**src/rtl/delay_pkg.sv**
```systemverilog
// Shared defaults and counter type for the plan-B delay timer.
package delay_pkg;

  localparam int DELAY_CYCLES_DEF = 8;
  localparam int SYNC_STAGES_DEF  = 2;
  localparam int CNT_W_DEF        = 8;

  typedef logic [CNT_W_DEF-1:0] cnt_t;

  // True when a CNT_W-bit counter can hold the terminal count without wrapping.
  function automatic bit cnt_fits(input int cnt_w, input int delay);
    if (cnt_w >= 31) return 1'b1;
    return (delay < (1 << cnt_w));
  endfunction

endpackage

```
**src/rtl/sync_bit.sv**
```systemverilog
// Multi-flop single-bit synchronizer with asynchronous active-high clear.
module sync_bit #(
  parameter int STAGES = 2
) (
  input  logic clk,
  input  logic planBreset,
  input  logic d,
  output logic q
);

  logic [STAGES-1:0] ff;

  always_ff @(posedge clk or posedge planBreset) begin
    if (planBreset) ff <= '0;
    else            ff <= {ff[STAGES-2:0], d};
  end

  assign q = ff[STAGES-1];

endmodule

```
**src/rtl/delay_unit.sv**
```systemverilog
// Plan-B timeout: out asserts once in1 & in2 have been held high for DELAY_CYCLES
// synchronized clk cycles, and drops as soon as the synchronized arm falls.
module delay_unit
  import delay_pkg::*;
#(
  parameter int DELAY_CYCLES = DELAY_CYCLES_DEF,
  parameter int SYNC_STAGES  = SYNC_STAGES_DEF,
  parameter int CNT_W        = CNT_W_DEF
) (
  input  logic clk,
  input  logic planBreset,
  input  logic in1,
  input  logic in2,
  output logic out
);

  if (DELAY_CYCLES < 1 || DELAY_CYCLES > 255) begin : g_bad_delay
    $error("delay_unit: DELAY_CYCLES must be within 1..255");
  end
  if (SYNC_STAGES < 2 || SYNC_STAGES > 4) begin : g_bad_sync
    $error("delay_unit: SYNC_STAGES must be within 2..4");
  end
  if (!cnt_fits(CNT_W, DELAY_CYCLES)) begin : g_bad_cnt_w
    $error("delay_unit: CNT_W too small for DELAY_CYCLES");
  end

  localparam logic [CNT_W-1:0] TC = CNT_W'(DELAY_CYCLES);

  logic             arm;
  logic             arm_s;
  logic [CNT_W-1:0] cnt;
  logic [CNT_W-1:0] cnt_nxt;

  // Only the AND is synchronized, so simultaneous in1/in2 changes cannot race.
  assign arm = in1 & in2;

  sync_bit #(
    .STAGES(SYNC_STAGES)
  ) u_sync_arm (
    .clk       (clk),
    .planBreset(planBreset),
    .d         (arm),
    .q         (arm_s)
  );

  always_comb begin
    cnt_nxt = cnt;
    if (!arm_s)        cnt_nxt = '0;
    else if (cnt < TC) cnt_nxt = cnt + CNT_W'(1);
  end

  // out is decoded from the next count so it is a clean flop output in the
  // same cycle cnt reaches the terminal value.
  always_ff @(posedge clk or posedge planBreset) begin
    if (planBreset) begin
      cnt <= '0;
      out <= 1'b0;
    end else begin
      cnt <= cnt_nxt;
      out <= (cnt_nxt == TC);
    end
  end

endmodule

```
**config.mk**
```make
export PLATFORM = sky130hd
export DESIGN_NAME = delay_unit
export DESIGN_NICKNAME = d
export VERILOG_FILES = /design/src/rtl/delay_pkg.sv /design/src/rtl/sync_bit.sv /design/src/rtl/delay_unit.sv
export SDC_FILE = /design/constraint.sdc
export NUM_CORES = 1
export LEC_CHECK = 0
export ABC_AREA = 1
export CAP_MARGIN = 10
export CORE_MARGIN = 5
export CORE_UTILIZATION = 38
export CTS_CLUSTER_DIAMETER = 150
export DETAILED_ROUTE_END_ITERATION = 8
export GPL_TIMING_DRIVEN = 1
export PLACE_DENSITY = 0.67
export SLEW_MARGIN = 10
export SYNTH_ARGS = -nofsm -noshare
export SYNTH_HDL_FRONTEND = slang
export SYNTH_HIERARCHICAL = 1
export SYNTH_SLANG_ARGS = --single-unit
```
**constraint.sdc**
```tcl
create_clock -name clk -period 1.6 [get_ports clk]
set_clock_uncertainty 0.05 [all_clocks]
set_input_delay 0.32 -clock clk [delete_from_list [all_inputs] [get_ports clk]]
set_output_delay 0.32 -clock clk [all_outputs]
set_load 0.01 [all_outputs]
```
* Word-level counts from Yosys, hierarchy flattened *
Cells that the tools add are included.

word-level totals
  flip-flop bits (word level) = 11
  input port bits = 4
  output and inout bits = 1
  logic and storage cells = 9

cells by class
  add/subtract/negate cells = 1
  magnitude comparators = 1
  equal/unequal tests = 1
  multiplexer cells = 2
  bitwise logic cells = 1

operator list
  operator             count
  $mux 8               2
  $add 8x1->8 const B  1
  $eq 8x4->1 const B   1
  $lt 8x4->1 const B   1
  $and 1x1->1          1

* Logic depth before layout (Yosys ltp) *
  word-level depth = 4
  gate-level depth with buffers = 7
  depth with buffers taken out = 7

* Hierarchy *
Netlist, hierarchy kept.

by module, submodules not included
  module      instances  cells an instance  area an instance (sq um)  seq. area each (sq um)
  delay_unit  1          54                 465.4                     225.2
  sync_bit    1          3                  53.8                      50.0

* Worst setup path after synthesis *
Ideal clock, no wire load.

  path kind = reg2reg
  from = register cnt[0]
  to = register out
  library setup time = 71 ps
  data arrival time = 1037 ps
  required time = 1479 ps
  setup slack = 442 ps
  cell stages (with the launch flop) = 7
  path buffers = 0
  clock period less this slack = 1158 ps
  cell sequence = dfrtp_1 > ha_1 > inv_1 > nand4_1 > nand3_2 > nand3_2 > nor2_1

on the way
  longest elaborated chain between the ends = 4
  elaborated cells on any way between the ends = 5
  those cells by class = add/sub: 1; order compare: 1; eq/ne: 1; mux: 2

RTL lines
  what                                              RTL line          text
  start: declaration                                delay_unit.sv:31  logic [CNT_W-1:0] cnt;
  start signal: assignment                          delay_unit.sv:59  cnt <= cnt_nxt;
  $add 8x1->8 / $lt 8x4->1 (equally long branches)  delay_unit.sv:49  else if (cnt < TC) cnt_nxt = cnt + CNT_W'(1);
  $mux 8 *                                          delay_unit.sv:49
  $mux 8 *                                          delay_unit.sv:48  if (!arm_s) cnt_nxt = '0;
  $eq 8x4->1 *                                      delay_unit.sv:60  out <= (cnt_nxt == TC);
  end signal: assignment                            delay_unit.sv:60
  end: declaration                                  delay_unit.sv:14  output logic out

Every way passes the cells marked *; elsewhere a longest branch is shown, timed or not.

* Worst setup path in the final report *
  from = register out
  to = output out

No word-level cell between the ends.

==> results.txt <==
The hold-fix buffer count after cts came out at 0. Among all stages on the critical path, the largest delay is contributed by sky130_fd_sc_hd__clkdlybuf4s50_1. In this run the worst path has a maximum fanout of 1.

In the final routed layout, each cell accounts on average for slightly above 9 um. The critical path buffer and inverter count is 1. The net switching component of the power is 0.108 mW. In this run the tightest slew margin relative to its limit is 77.5%. The first routing iteration left 7 violations. The critical path class is reg -> out. Sequential cells burn ~58% of the power. The total congestion overflow after global routing is 0.

The setup violation total in the final timing report came out at 0. The setup TNS is 0 ps. After floorplanning, the core was divided into 13 placement rows. The synthesized netlist net count is 62. The number of antenna diodes in the final layout is 0. The number of filler cells placed in the layout is ~140.

Detailed routing inserted a total of 321 vias. The die height is 47.0 um. In this run, the clock network consumes 37.3% of the power. The time the worst path needs with I/O delays and setup came out at 1480 ps.

The root buffer cell chosen for the clock tree is sky130_fd_sc_hd__clkbuf_4. In this run, the combinational gates consume under 10% of the power. The detailed-placement wirelength estimate is 557 um.

The number of nets with antenna violations after routing came out at 0. The maximum clock path buffer count is 2. The clock latency on the worst-skew pair came out at about 260 ps.

The via density per instance is 4.06. The most common cell after layout, fill and taps aside is sky130_fd_sc_hd__inv_1. The total wire length is 722 um. The area of the mapped netlist came out at 519 sq um. The required time of the worst setup path is about 1200 ps. The max-slew violation count is 0. The leakage component of the power is between 0.3 and 0.4 nW.

The first TritonRoute pass finished after 4 iterations. Entering global routing, the biggest net connects 10 pins. The total number of clock tree sinks is 11. The final layout net count came out at 70. The worst min-delay path category is in -> async. In the post-synthesis netlist, the biggest area contributors are sky130_fd_sc_hd__dfrtp_1 (53%), sky130_fd_sc_hd__inv_1 (11%), sky130_fd_sc_hd__nand3_2 (9.6%), sky130_fd_sc_hd__nand2_1 (9.4%), sky130_fd_sc_hd__ha_1 (2.4%). In this design, the stage delay of the slowest critical-path cell is 520 ps.

The number of global-route vias before repair is approximately 310. The placer congestion estimate came out at slightly below 0.7. The post-cts sizing count came out at 0.

Walking the worst path, the cells encountered are clkdlybuf4s50_1. The initial antenna violation count is 0. The biggest area contributor in the post-synthesis netlist is sky130_fd_sc_hd__dfrtp_1. The count of distinct cell types in the synthesized netlist is 15. The maximum ir drop on the vdd rail is about 450 uV.

5 I/O pins were placed. Setup repair after global routing left no endpoint under its margin. Clock-pin slew was measured on the worst setup and hold paths at roughly 70 ps. The area of the core is roughly 1300 sq um. STA classifies the critical path startpoint as a flop.

The floorplan step defined a die boundary enclosing approximately 2200 sq um. The flop and latch count out of synthesis came out at 11. For this run, design rule violations remaining after detail routing come to 0. The post-CTS setup buffer count came out at 0. The final critical-path share of the clock period came out at 92.3%.

The die width is roughly 47 um. For this run, the top clock speed supported by timing is slightly below 0.7 GHz. The cell family contributing the most delay on the critical path is buffers and inverters. The final worst slack came out at approximately 120 ps. The internal power contribution came out at 0.391 mW. The global-route usage over all layers is between 8 and 9%.

The count of H-tree levels built during CTS came out at 1. The initial core utilization came out at roughly two fifths. Max-cap violations in this run came to 0. The cell count after synthesis came out at between 50 and 60. The share of synthesized area occupied by flip-flops and latches came out at between 50% and 60%. The run finished with clean final reports. The number of failing hold endpoints at the final stage was 0.

The top cell types in the final layout, fill and taps aside, are sky130_fd_sc_hd__inv_1 (15), sky130_fd_sc_hd__nand2_1 (13), sky130_fd_sc_hd__dfrtp_1 (11). STA classifies the critical path endpoint as an output port. The top cell type's share of synthesized area came out at 53.0%. At the pin with the least slew margin, the transition time is 336 ps.

The post-synthesis average cell area came out at ~9 sq um. Data on the critical path arrives at its endpoint at about 1100 ps. Net switching is 21.6% of the power. The total power density per cell area came out at 836 nW/um^2. The wire length of the first global-routing pass came out at around 1300 um. The count of buffers from port buffering is 4. The area growth from synthesis to layout is 14.9%. At the placement stage, the worst setup path has a slack of 373 ps. The count of synthesis-stage warnings from yosys is 6.

The number of CTS-inserted buffers came out at 3. The TritonCTS clock tree is done. The ratio of cells with drive above 1 in the final layout came out at 18.8%.
[stage by stage]
step	hold WS (ps)	cells	util (%)	instance area, sq um	power (mW)
after CTS	190	79	45.9	597	0.504
after floorplan	11.2	57	-	519	0.309
final	191	79	45.9	597	0.499
after global placement	287	75	43.8	571	0.319
after global routing	191	79	45.9	597	0.524
after detailed placement	294	75	43.8	571	0.319
[cell families (layout without fill, tap and decap cells)]
logic type,Yosys count,in the layout,synth area share [%]
xor gates and xnor gates,1,1,1.69
AOI/OAI and AO/OA,1,1,1.45
DFF,11,11,53.0
and+or+nand+nor,25,25,27.5
buffers and inverters,18,25,14.0
adders and majority gates,1,1,2.41
[state kept, by name, indices dropped and copies added (netlist names)]
signal,count
out,1
cnt,8
u_sync_arm/ff,2
[Yosys cell counts (all sizes together)]
| cell type | n |
|---|---|
| inv | 15 |
| nand2 | 13 |
| dfrtp | 11 |
| nand3 | 7 |
| nor2 | 4 |
| clkinv | 2 |
| buf | 1 |
| ha | 1 |
| nand4 | 1 |
| o21bai | 1 |
| xnor2 | 1 |
[layer usage]
| metal | up-vias | global-route usage (%) | part of all wire (%) |
|---|---|---|---|
| met3 | 2 | 2.30 | 4.7 |
| met4 | 0 | 6.63 | 2.1 |
| li1 | 181 | - | - |
| met1 | 132 | 11.9 | 49 |
| met5 | - | 0 | 0 |
| met2 | 6 | 11.1 | 43 |
[power groups by stage]
stage / clock [mW] / sequential [mW] / combinational, mW
2_1_floorplan: 0 / 0.290 / 0.0188
3_3_place_gp: 0 / 0.294 / 0.0247
3_5_place_dp: 0 / 0.294 / 0.0248
4_1_cts: 0.190 / 0.289 / 0.0252
5_1_grt: 0.207 / 0.290 / 0.0280
6_report: 0.186 / 0.289 / 0.0242
[cell type report]
type / count / area [sq um] / area share, %
Clock buffer: 4 / 26.3 / 4.40
Timing Repair Buffer: 4 / 40.0 / 6.71
Sequential cell: 11 / 275 / 46.1
Multi-Input combinational cell: 28 / 171 / 28.7
Inverter: 17 / 65.1 / 10.9
Tap cell: 15 / 18.8 / 3.14
[final timing paths]
| check | to | slack, ps | depth (start not counted) | from |
|---|---|---|---|---|
| min in group clk | u_sync_arm/ff[1]$_DFF_PP0_ | 310 | 0 | u_sync_arm/ff[0]$_DFF_PP0_ |
| worst max-delay path | out | 120 | 1 | out$_DFF_PP0_ |
| worst min register to register | u_sync_arm/ff[1]$_DFF_PP0_ | 310 | 0 | u_sync_arm/ff[0]$_DFF_PP0_ |
| worst max register to register | out$_DFF_PP0_ | 370 | 6 | cnt[0]$_DFF_PP0_ |
| worst min-delay path | u_sync_arm/ff[1]$_DFF_PP0_ | 190 | 2 | planBreset |
| max in group asynchronous | cnt[1]$_DFF_PP0_ | 960 | 2 | planBreset |
Note: power is estimated with default switching activity, not from simulation.
